--- config.mk ---
export PLATFORM = sky130hd
export DESIGN_NAME = sim_host_port
export DESIGN_NICKNAME = d
export VERILOG_FILES = /design/src/rtl/sim_host_port.sv
export SDC_FILE = /design/constraint.sdc
export NUM_CORES = 1
export LEC_CHECK = 0
export BUFFER_PORTS_ARGS = -buffer_cell sky130_fd_sc_hd__buf_2
export CAP_MARGIN = 20
export CORE_MARGIN = 5
export CORE_UTILIZATION = 50
export DETAILED_ROUTE_END_ITERATION = 16
export PLACE_DENSITY = 0.7
export SLEW_MARGIN = 25
export SYNTH_ARGS = -nofsm -noshare
export SYNTH_HDL_FRONTEND = slang
export SYNTH_SLANG_ARGS = --single-unit
--- constraint.sdc ---
create_clock -name clk -period 5.7 [get_ports clk]
set_clock_uncertainty 0.15 [all_clocks]
set_input_delay 1.14 -clock clk [delete_from_list [all_inputs] [get_ports clk]]
set_output_delay 1.14 -clock clk [all_outputs]
set_load 0.03 [all_outputs]
--- src/rtl/sim_host_port.sv ---
// sim_host_port: collects characters from several simulation channels into
// per-channel FIFOs, merges them round-robin onto one ready/valid stream, and
// ends the run on an exit request (after draining) or on a watchdog timeout.
module sim_host_port #(
    parameter int unsigned CHANNELS   = 2,
    parameter int unsigned DATA_W     = 8,
    parameter int unsigned FIFO_DEPTH = 4,
    parameter int unsigned TIMEOUT_W  = 32
) (
    input  logic                                             clk,
    input  logic                                             rst,
    input  logic [CHANNELS-1:0]                              wr_en,
    input  logic [CHANNELS*DATA_W-1:0]                       wr_data,
    output logic [CHANNELS-1:0]                              wr_full,
    output logic [CHANNELS-1:0]                              overflow,
    input  logic                                             exit_en,
    input  logic [DATA_W-1:0]                                exit_code,
    input  logic [TIMEOUT_W-1:0]                             timeout_limit,
    output logic                                             out_valid,
    input  logic                                             out_ready,
    output logic [DATA_W-1:0]                                out_data,
    output logic [((CHANNELS > 1) ? $clog2(CHANNELS) : 1)-1:0] out_chan,
    output logic                                             terminate,
    output logic [DATA_W-1:0]                                term_code,
    output logic                                             term_cause
);

    localparam int unsigned CW = (CHANNELS > 1) ? $clog2(CHANNELS) : 1;
    localparam int unsigned AW = $clog2(FIFO_DEPTH);
    localparam int unsigned PW = AW + 1;

    typedef enum logic [1:0] {
        ST_RUN   = 2'd0,
        ST_DRAIN = 2'd1,
        ST_DONE  = 2'd2
    } state_t;

    state_t state_q, state_d;

    logic [DATA_W-1:0]    mem [CHANNELS][FIFO_DEPTH];
    logic [PW-1:0]        wp [CHANNELS];
    logic [PW-1:0]        rp [CHANNELS];
    logic [CHANNELS-1:0]  empty, full, push, pop, drop;
    logic [CW-1:0]        rr_q;
    logic                 gnt_found;
    logic [CW-1:0]        gnt_idx;
    logic [DATA_W-1:0]    gnt_data;
    logic                 load;
    logic [TIMEOUT_W-1:0] cnt_q;
    logic                 timeout_hit;
    logic                 drained;
    logic                 enter_done;
    logic                 cause_d;
    logic [DATA_W-1:0]    code_d;

    assign wr_full     = full;
    assign timeout_hit = (timeout_limit != '0) && (cnt_q == timeout_limit - TIMEOUT_W'(1));
    assign drained     = (&empty) && !out_valid;

    // Per-channel FIFO occupancy flags.
    always_comb begin
        empty = '0;
        full  = '0;
        for (int unsigned c = 0; c < CHANNELS; c++) begin
            empty[c] = (wp[c] == rp[c]);
            full[c]  = ((wp[c] - rp[c]) == PW'(FIFO_DEPTH));
        end
    end

    // Round-robin search for the first non-empty channel starting at rr_q.
    always_comb begin
        int unsigned idx;
        gnt_found = 1'b0;
        gnt_idx   = '0;
        gnt_data  = '0;
        idx       = 0;
        for (int unsigned i = 0; i < CHANNELS; i++) begin
            idx = 32'(rr_q) + i;
            if (idx >= CHANNELS) begin
                idx = idx - CHANNELS;
            end
            if (!gnt_found && !empty[idx]) begin
                gnt_found = 1'b1;
                gnt_idx   = CW'(idx);
                gnt_data  = mem[idx][rp[idx][AW-1:0]];
            end
        end
    end

    // Next state and termination result.
    always_comb begin
        state_d    = state_q;
        enter_done = 1'b0;
        cause_d    = term_cause;
        code_d     = term_code;
        case (state_q)
            ST_RUN: begin
                if (exit_en) begin
                    state_d = ST_DRAIN;
                    code_d  = exit_code;
                end else if (timeout_hit) begin
                    state_d    = ST_DONE;
                    enter_done = 1'b1;
                    cause_d    = 1'b1;
                    code_d     = '1;
                end
            end
            ST_DRAIN: begin
                if (drained) begin
                    state_d    = ST_DONE;
                    enter_done = 1'b1;
                    cause_d    = 1'b0;
                end else if (timeout_hit) begin
                    state_d    = ST_DONE;
                    enter_done = 1'b1;
                    cause_d    = 1'b1;
                    code_d     = '1;
                end
            end
            default: begin
                state_d = ST_DONE;
            end
        endcase
    end

    // FIFO push/pop/drop decisions; a pop frees room for a push at the same edge.
    always_comb begin
        load = (state_q != ST_DONE) && (state_d != ST_DONE) && (!out_valid || out_ready);
        push = '0;
        pop  = '0;
        drop = '0;
        for (int unsigned c = 0; c < CHANNELS; c++) begin
            pop[c]  = load && gnt_found && (gnt_idx == CW'(c));
            push[c] = (state_q == ST_RUN) && wr_en[c] && (!full[c] || pop[c]);
            drop[c] = (state_q == ST_RUN) && wr_en[c] && full[c] && !pop[c];
        end
    end

    // State register.
    always_ff @(posedge clk) begin
        if (rst) begin
            state_q <= ST_RUN;
        end else begin
            state_q <= state_d;
        end
    end

    // FIFO storage; contents are don't-care while the pointers say empty.
    always_ff @(posedge clk) begin
        for (int unsigned c = 0; c < CHANNELS; c++) begin
            if (push[c]) begin
                mem[c][wp[c][AW-1:0]] <= wr_data[c*DATA_W +: DATA_W];
            end
        end
    end

    // Pointers, overflow flags, watchdog, output register and termination.
    always_ff @(posedge clk) begin
        if (rst) begin
            for (int unsigned c = 0; c < CHANNELS; c++) begin
                wp[c] <= '0;
                rp[c] <= '0;
            end
            overflow   <= '0;
            cnt_q      <= '0;
            rr_q       <= '0;
            out_valid  <= 1'b0;
            out_data   <= '0;
            out_chan   <= '0;
            terminate  <= 1'b0;
            term_code  <= '0;
            term_cause <= 1'b0;
        end else begin
            for (int unsigned c = 0; c < CHANNELS; c++) begin
                if (push[c]) begin
                    wp[c] <= wp[c] + PW'(1);
                end
                if (pop[c]) begin
                    rp[c] <= rp[c] + PW'(1);
                end
                if (drop[c]) begin
                    overflow[c] <= 1'b1;
                end
            end
            if ((state_q != ST_DONE) && (cnt_q != '1)) begin
                cnt_q <= cnt_q + TIMEOUT_W'(1);
            end
            if (state_d == ST_DONE) begin
                out_valid <= 1'b0;
            end else if (load) begin
                out_valid <= gnt_found;
                if (gnt_found) begin
                    out_data <= gnt_data;
                    out_chan <= gnt_idx;
                    rr_q     <= (gnt_idx == CW'(CHANNELS - 1)) ? '0 : gnt_idx + CW'(1);
                end
            end
            term_code  <= code_d;
            term_cause <= cause_d;
            if (enter_done) begin
                terminate <= 1'b1;
            end
        end
    end

endmodule

# After elaboration in Yosys (flattened, before gate mapping)
# Memory sizes are Yosys's and may differ from the RTL's.
# Index checks and enable logic that the tools add are counted.
# classes
n_addsub	12
order_cmp	10
n_eq_ne	12
n_mux	59
n_bitwise	10
n_reduce_logical	36
# ops
op	n
$mux 32	4
$mux 8	11
$lt 32x2->1 const B	2
$add 32x1->32 const B	1
$bmux 8 s2	2
$demux 8 s2	2
$eq 32x32->1	1
$ne 32x32->1 const B	1
$reduce_bool 32->1	1
$sub 32x1->32 const B	1
$mux 1	29
$logic_and 1x1->1	19
$pmux 8 s2	1
$add 3x1->3 const B	4
$ge 3x3->1 const B	4
$mux 3	4
$not 2->3	4
$ne 2x2->1 const B	4
$eq 3x3->1	2
$eq 3x3->1 const B	2
$logic_not 1->1	6
$lt 3x1->1 const B	2
$mux 2	3
$reduce_and 2->1	3
other kinds (18)	26
# totals
reg_bits	57
mem_bits_rw	76
input_bits	62
mem_count	3
# memory_table
name	depth	word_bits	read_ports	rd_clocked_by_memory_dff	write_ports	line_no	text
mem	2	32	2	0	2	40	logic [DATA_W-1:0] mem [CHANNELS][FIFO_DEPTH];
rp	2	3	4	0	2	42	logic [PW-1:0] rp [CHANNELS];
wp	2	3	2	0	2	41	logic [PW-1:0] wp [CHANNELS];

# Logic depth before layout (Yosys ltp)
# Gate-level depths: netlist of run 1.
# logic_depth
depth_word	17
depth_mapped	13
depth_no_buf	11

# Least setup slack after synthesis of run 1
# No wires, ideal clock.
# synth_path
kind	input to register
startpoint	in timeout_limit[15]
endpoint	mem rp[1][0] (netlist bit), enable pin
arrival_ns	3.949
required_ns	5.292
setup_slack_ns	1.343
path_stages	10
path_cell_list	buf_2 > nor4_1 > nand3_1 > nor4_1 > xnor2_1 > nand3_1 > or4_4 > nor4_4 > nor3_2 > or2_1
# synth_rtl
item	line_no	text
from (decl)	18	input logic [TIMEOUT_W-1:0] timeout_limit,
to (decl)	42	

==> impl_metrics.yaml, run 1 <==
worst_hold_path:
  min-delay-start: "out_data[7]"
  hold_class: "reg -> reg"
placement:
  place_ws_ns: 0.502
  place_hpwl_um: 14800
  place_congestion: 0.923
  place_area_um2: 8470
  port_buffers: 85
  dp_cells: 1012
yosys:
  synth.area.top_cells: "edfxtp_1 29%, dfxtp_1 14%, mux4_2 9.1%, xnor2_1 5.2%, xor2_1 4.0%"
  ys.warnings.count: 0
  ys_ff_latch: 133
  synth_nets: 819
  ys.flop_type: "edfxtp_1"
  netlist_area_um2: 7940
  synth_top_area_share_pct: 28.7
  synth-seq-area-share_pct: 43.1
  syn_avg_cell_area_um2: 10.7
  netlist_instances: 740
  synth_top_area_cell: "edfxtp_1"
  synth_edf_count: 76
  synthArstFlopShare_pct: 0
  ys_types: 72
clock_tree:
  clk_pin_slew_ns: 0.06
  htreeDepth: 4
  clk_path_buf_depth: 2
  ctsHoldBuffers: 0
  cts_buffers: 17
  tritoncts_num_sinks: 133
  clk_latency_ns: 0.43
  post_cts_buffers: 0
  cts-root-buf: "clkbuf_16"
  ctsResizeCount: 0
  cts_tree: "done"
power:
  ir_drop_mv: 0.287
  leakagePower_nw: 3.24
  p_per_area_nw_per_um2: 409
global_routing:
  grt-ovfl-total: 0
  grtUsageTotal_pct: 21.7
  grt_max_degree: 53
  grt_pass1_wl_um: 31100
  antenna_found_initial: 0
  first_global_vias: 6037
sta:
  setup_viol_count_final: 0
  relSlewSlack_pct: 37.0
  finalWorstSetupSlack_ns: 0.826
  final_max_slew_viol_count: 0
  clock.fmax_mhz: 205
  hold_viol_final: 0
  min_period_ns: 4.87
  rsz0062_at_grt: "false"
  worst_pin_slew_ns: 0.946
  fin_crit_sh_pct: 85.5
  setup-tns-final_ns: 0
final_layout:
  fin_util_pct: 57.4
  area_delta_synth_final_pct: 13.6
  finalInstanceArea_um2: 9020
  antenna_cells: 0
  fin_nets: 894
  drive_above_1_share_pct: 23.1
  finalNonFillerCells: 1044
job:
  maxCapViolCount: 0
setup_path:
  r2r-start: "rp[0][0]"
  arrival_ns: 4.89
  worstPathRequired_ns: 5.72
  cp_slowest_cell: "nor4_1"
  end_kind: "flip-flop"
  startpoint: "timeout_limit[15]"
  crit_fanout: 10
  startpoint_type: "input port"
  path_class: "in -> reg"
  crit_path_max_incr_delay_ns: 0.67
  path_cells: "buf_2, nor4_1, nand3_1, nor4_1, xnor2_1, nand3_1, or4_4, nor4_4, nor3_2, or2_1"
drt:
  vias_per_cell: 5.92
  antenna_left: 0
  dr.pass1.iters: 5
  drc: 0
  finalWirelength_um: 19900
  wire_per_inst_um: 19.1
  first_iter_violations: 449
  vias: 6181
die:
  die_x_um: 136
  io_pins: 86
  core-area_um2: 15700
  rows: 46
  die_h_um: 136
  initial_core_util_pct: 50.6
  die_area_um2: 18500
run_status:
  outcome: "completed"
-- state kept, by name, indices dropped and copies added, names as in the netlist --
register and flops:
wp 6, term_cause 1, out_chan 1, term_code 8, mem 64, cnt_q 32
out_data 8, rr_q 1, state_q 2, overflow 2, rp 6, terminate 1
out_valid 1
-- final cells by class --
class / count / area [um^2]
clock buffer: 17 / 425
clock inverter: 15 / 129
fill: 1354 / 6690
inverter: 25 / 93.8
multi-input combinational: 544 / 4190
sequential: 133 / 3420
tap: 216 / 270
timing repair buffer: 94 / 493
-- power by group --
group | total (mW) | switching [mW] | internal, mW
sequential | 1.28 | 0.109 | 1.17
combinational | 1.38 | 0.798 | 0.580
clock | 1.03 | 0.431 | 0.601
total | 3.69 | 1.34 | 2.35
-- kinds of logic after synthesis --
kind of cell | after synthesis | share of synthesized area (%)
and+or+nand+nor | 294 | 21.0
DFF | 133 | 43.1
AOI/OAI and AO/OA | 106 | 9.31
xor gates and xnor gates | 83 | 9.15
buffers and inverters | 63 | 4.22
muxes | 44 | 10.6
adders and majority gates | 17 | 2.68
-- worst max-delay path, delay by kind of cell --
kind | cells | cell delay, ns
simple gates | 8 | 3.35
xor+xnor | 1 | 0.23
buf+inv | 1 | 0.16
-- metrics by stage --
| stage | power, mW | hold WS (ns) |
|---|---|---|
| final | 3.69 | 0.303 |
| after detailed placement | 2.67 | 0.300 |
| after global routing | 3.89 | 0.326 |
| after global placement | 2.63 | 0.301 |
| after floorplan | 2.33 | 0.330 |
| after CTS | 3.71 | 0.308 |
-- final timing paths --
check / to / slack (ns) / cells after the start
setup reg to reg: mem[1][26] / 2.27 / 8
hold reg to reg: out_data[7] / 0.30 / 2
setup / recovery: rp[1][2] / 0.83 / 10
hold / removal: out_data[7] / 0.30 / 2
-- metal layers --
layer	routed length, um	global-route usage (%)	share of wire, %
met2	9700	36.2	49
met4	449	7.45	2.3
met3	1060	5.18	5.3
met5	0	0	0
met1	8680	27.8	44
-- synth_stat cells (8+ instances only) --
| cell | n |
|---|---|
| edfxtp_1 | 76 |
| nor2_1 | 65 |
| dfxtp_1 | 57 |
| xnor2_1 | 47 |
| nand2_1 | 44 |
| nand3_1 | 42 |
| xor2_1 | 36 |
| mux4_2 | 32 |
| o21ai_0 | 31 |
| inv_1 | 24 |
| clkbuf_1 | 19 |
| nor4_1 | 18 |
| ha_1 | 17 |
| a21oi_1 | 16 |
| nor3_1 | 16 |
| nand4_1 | 14 |
| mux2i_1 | 12 |
| or4_1 | 12 |
| o211ai_1 | 10 |
| and3_1 | 9 |
| or3_1 | 9 |
| and4_1 | 8 |
| o221a_2 | 8 |
-- placed cells by master, fill, tap and decap left out, types with 4 or more instances in the layout --
cell       instances
nor4_1            18
or2_2              6
nor3b_1            4
buf_4              9
nor2b_1            7
nor4b_1            6
and3_1             9
mux4_2            32
o211ai_1          10
and4_1             8
clkbuf_16         17
nand2b_1           5
nand3b_1           6
inv_1             24
or3_1              9
buf_2             85
a211oi_1           7
xnor2_1           47
a31oi_1            4
or4_1             12
nand3_1           42
dfxtp_1           56
xor2_1            36
o21ai_0           31
nand4_1           14
o221a_2            8
a21oi_1           16
ha_1              17
nor2_1            64
edfxtp_1          76
clkinv_1           4
inv_6              4
mux2i_1           12
nand2_1           44
nor3_1            16
Note: power is estimated with default switching activity, not from simulation.
==> run 2, diff against run 1 <==
--- a/config.mk
+++ b/config.mk
@@ -8,9 +8,10 @@
 export BUFFER_PORTS_ARGS = -buffer_cell sky130_fd_sc_hd__buf_2
 export CAP_MARGIN = 20
 export CORE_MARGIN = 5
-export CORE_UTILIZATION = 50
+export CORE_UTILIZATION = 59
+export CTS_BUF_LIST = sky130_fd_sc_hd__clkbuf_4 sky130_fd_sc_hd__clkbuf_8
 export DETAILED_ROUTE_END_ITERATION = 16
-export PLACE_DENSITY = 0.7
+export PLACE_DENSITY = 0.8
 export SLEW_MARGIN = 25
 export SYNTH_ARGS = -nofsm -noshare
 export SYNTH_HDL_FRONTEND = slang
==> constraint.sdc (replaced) <==
create_clock -name clk -period 5.1 [get_ports clk]
set_clock_uncertainty 0.15 [all_clocks]
set_input_delay 1.02 -clock clk [delete_from_list [all_inputs] [get_ports clk]]
set_output_delay 1.02 -clock clk [all_outputs]
set_load 0.03 [all_outputs]
==> impl_metrics.yaml, run 2 (same netlist as run 1, synthesis figures left out) <==
die:
  initial_core_util_pct: 60.0
  die_area_um2: 15900
  core-area_um2: 13200
  die_h_um: 126
  die_x_um: 126
  rows: 42
  io_pins: 86
drt:
  dr.pass1.iters: 5
  wire_per_inst_um: 19.4
  vias: 6299
  drc: 0
  antenna_left: 0
  vias_per_cell: 6.26
  first_iter_violations: 690
  finalWirelength_um: 19500
power:
  leakagePower_nw: 3.16
  p_per_area_nw_per_um2: 430
  ir_drop_mv: 0.262
  design_power_total_mw: 3.79
worst_hold_path:
  hold_class: "reg -> reg"
  hold_depth: 2
sta:
  worst_pin_slew_ns: 0.941
  setup_viol_count_final: 0
  hold_viol_final: 0
  fin_crit_sh_pct: 91.6
  rsz0062_at_grt: "false"
  final_max_slew_viol_count: 0
  relSlewSlack_pct: 37.2
  finalWorstSetupSlack_ns: 0.429
  min_period_ns: 4.67
  clock.fmax_mhz: 214
final_layout:
  register_area_um2: 3420
  largest_reg_flops: 64
  final_common_cell: "buf_2"
  final_cell_mix: "85 x buf_2, 76 x edfxtp_1, 64 x nor2_1"
  area_delta_synth_final_pct: 10.9
  n_fill_cell: 1032
  multi_input_area_um2: 4190
  fin_util_pct: 66.5
  fin_nets: 897
  drive_above_1_share_pct: 23.6
  antenna_cells: 0
clock_tree:
  clk_pin_slew_ns: 0.08
  cts-root-buf: "clkbuf_8"
  htreeDepth: 4
  post_cts_buffers: 0
  cts_buffers: 17
  clk_latency_ns: 0.45
  cts_tree: "done"
  ctsResizeCount: 0
  clk_path_buf_depth: 2
  tritoncts_num_sinks: 133
  ctsHoldBuffers: 0
setup_path:
  end_kind: "flip-flop"
  cp_top_family: "simple AND/OR/NAND/NOR gates"
  crit_end: "mem[1][14]"
  worstPathRequired_ns: 5.03
  startpoint: "timeout_limit[0]"
  path_cells: "buf_2, inv_1, ha_1, or3b_2, nor2_1, a32o_1, nand2_1, o21ai_0, o21bai_1, nand3b_1, o21ai_0, buf_4, nor2_1"
  crit_path_max_incr_delay_ns: 0.59
  crit_fanout: 11
  cp_num_cells: 13
  r2r_slack_ns: 1.80
  startpoint_type: "input port"
  cp_slowest_cell: "nor2_1"
  reg2reg_to: "mem[1][14]"
  path_class: "in -> reg"
  rr_worst_depth: 10
  arrival_ns: 4.60
  path_buf_inv: 3
  r2r-start: "cnt_q[26]"
global_routing:
  antenna_found_initial: 0
  first_global_vias: 6127
  grtUsageTotal_pct: 24.7
  grt-ovfl-total: 0
  grt_pass1_wl_um: 31300
  grt_max_degree: 53
placement:
  place_congestion: 0.950
  place_hpwl_um: 15100
  port_buffers: 85
  place_ws_ns: -0.0384
job:
  maxCapViolCount: 0
run_status:
  outcome: "completed"
run 2: cell types whose count changed in the layout (fill, tap and decap cells not counted), sizes merged:
cell | previous run | this run
buf | 94 | 97
clkbuf | 17 | 18
clkinv | 7 | 6
clkinvlp | 3 | 5
inv | 29 | 27
run 2: worst min-delay path by stage:
stage,startpoint,end
2_1_floorplan,cnt_q[9],cnt_q[9]
3_3_place_gp,overflow[1],overflow[1]
3_5_place_dp,out_data[1],out_data[1]
4_1_cts,out_data[1],out_data[1]
5_1_grt,out_chan,out_chan
6_report,out_data[1],out_data[1]
run 2: layout make-up:
cell class,count,share of cell area [%]
inverter,25,1.07
clock buffer,18,2.74
timing repair buffer,97,5.85
tap,176,2.50
multi-input combinational,544,47.5
sequential,133,38.9
clock inverter,14,1.45
run 2: per-stage QoR:
stage,std cells,instance area (um^2),hold WS (ns),TNS (ns)
after floorplan,740,7940,0.330,0
final,1007,8810,0.308,0
after global routing,1007,8810,0.340,0
after CTS,1007,8810,0.312,0
after global placement,975,8440,0.297,0
after detailed placement,975,8440,0.301,-0.393
run 2: worst reg2reg max path, cell delays in order, from the launching register on:
cell and delay [ns]:
dfxtp_1 0.50, xnor2_1 0.16, and4_1 0.22, o2111ai_1 0.17, nand2_1 0.07, o21ai_0 0.25
o21bai_1 0.28, nand3b_1 0.25, o21ai_0 0.12, buf_4 0.19, nor2_1 0.56
run 2: routing by layer:
layer  GRT usage, %  vias to the layer above  share of wire, %
li1               -                     2958                 -
met1           34.6                     3040                44
met2           38.0                      265                46
met3           5.72                       36               7.7
met4           8.52                        0               2.4
met5              0                        -                 0
run 2: power by group:
group	total, mW	internal, mW	switching (mW)
combinational	1.52	0.648	0.874
clock	0.825	0.393	0.432
sequential	1.44	1.31	0.132
total	3.79	2.35	1.44
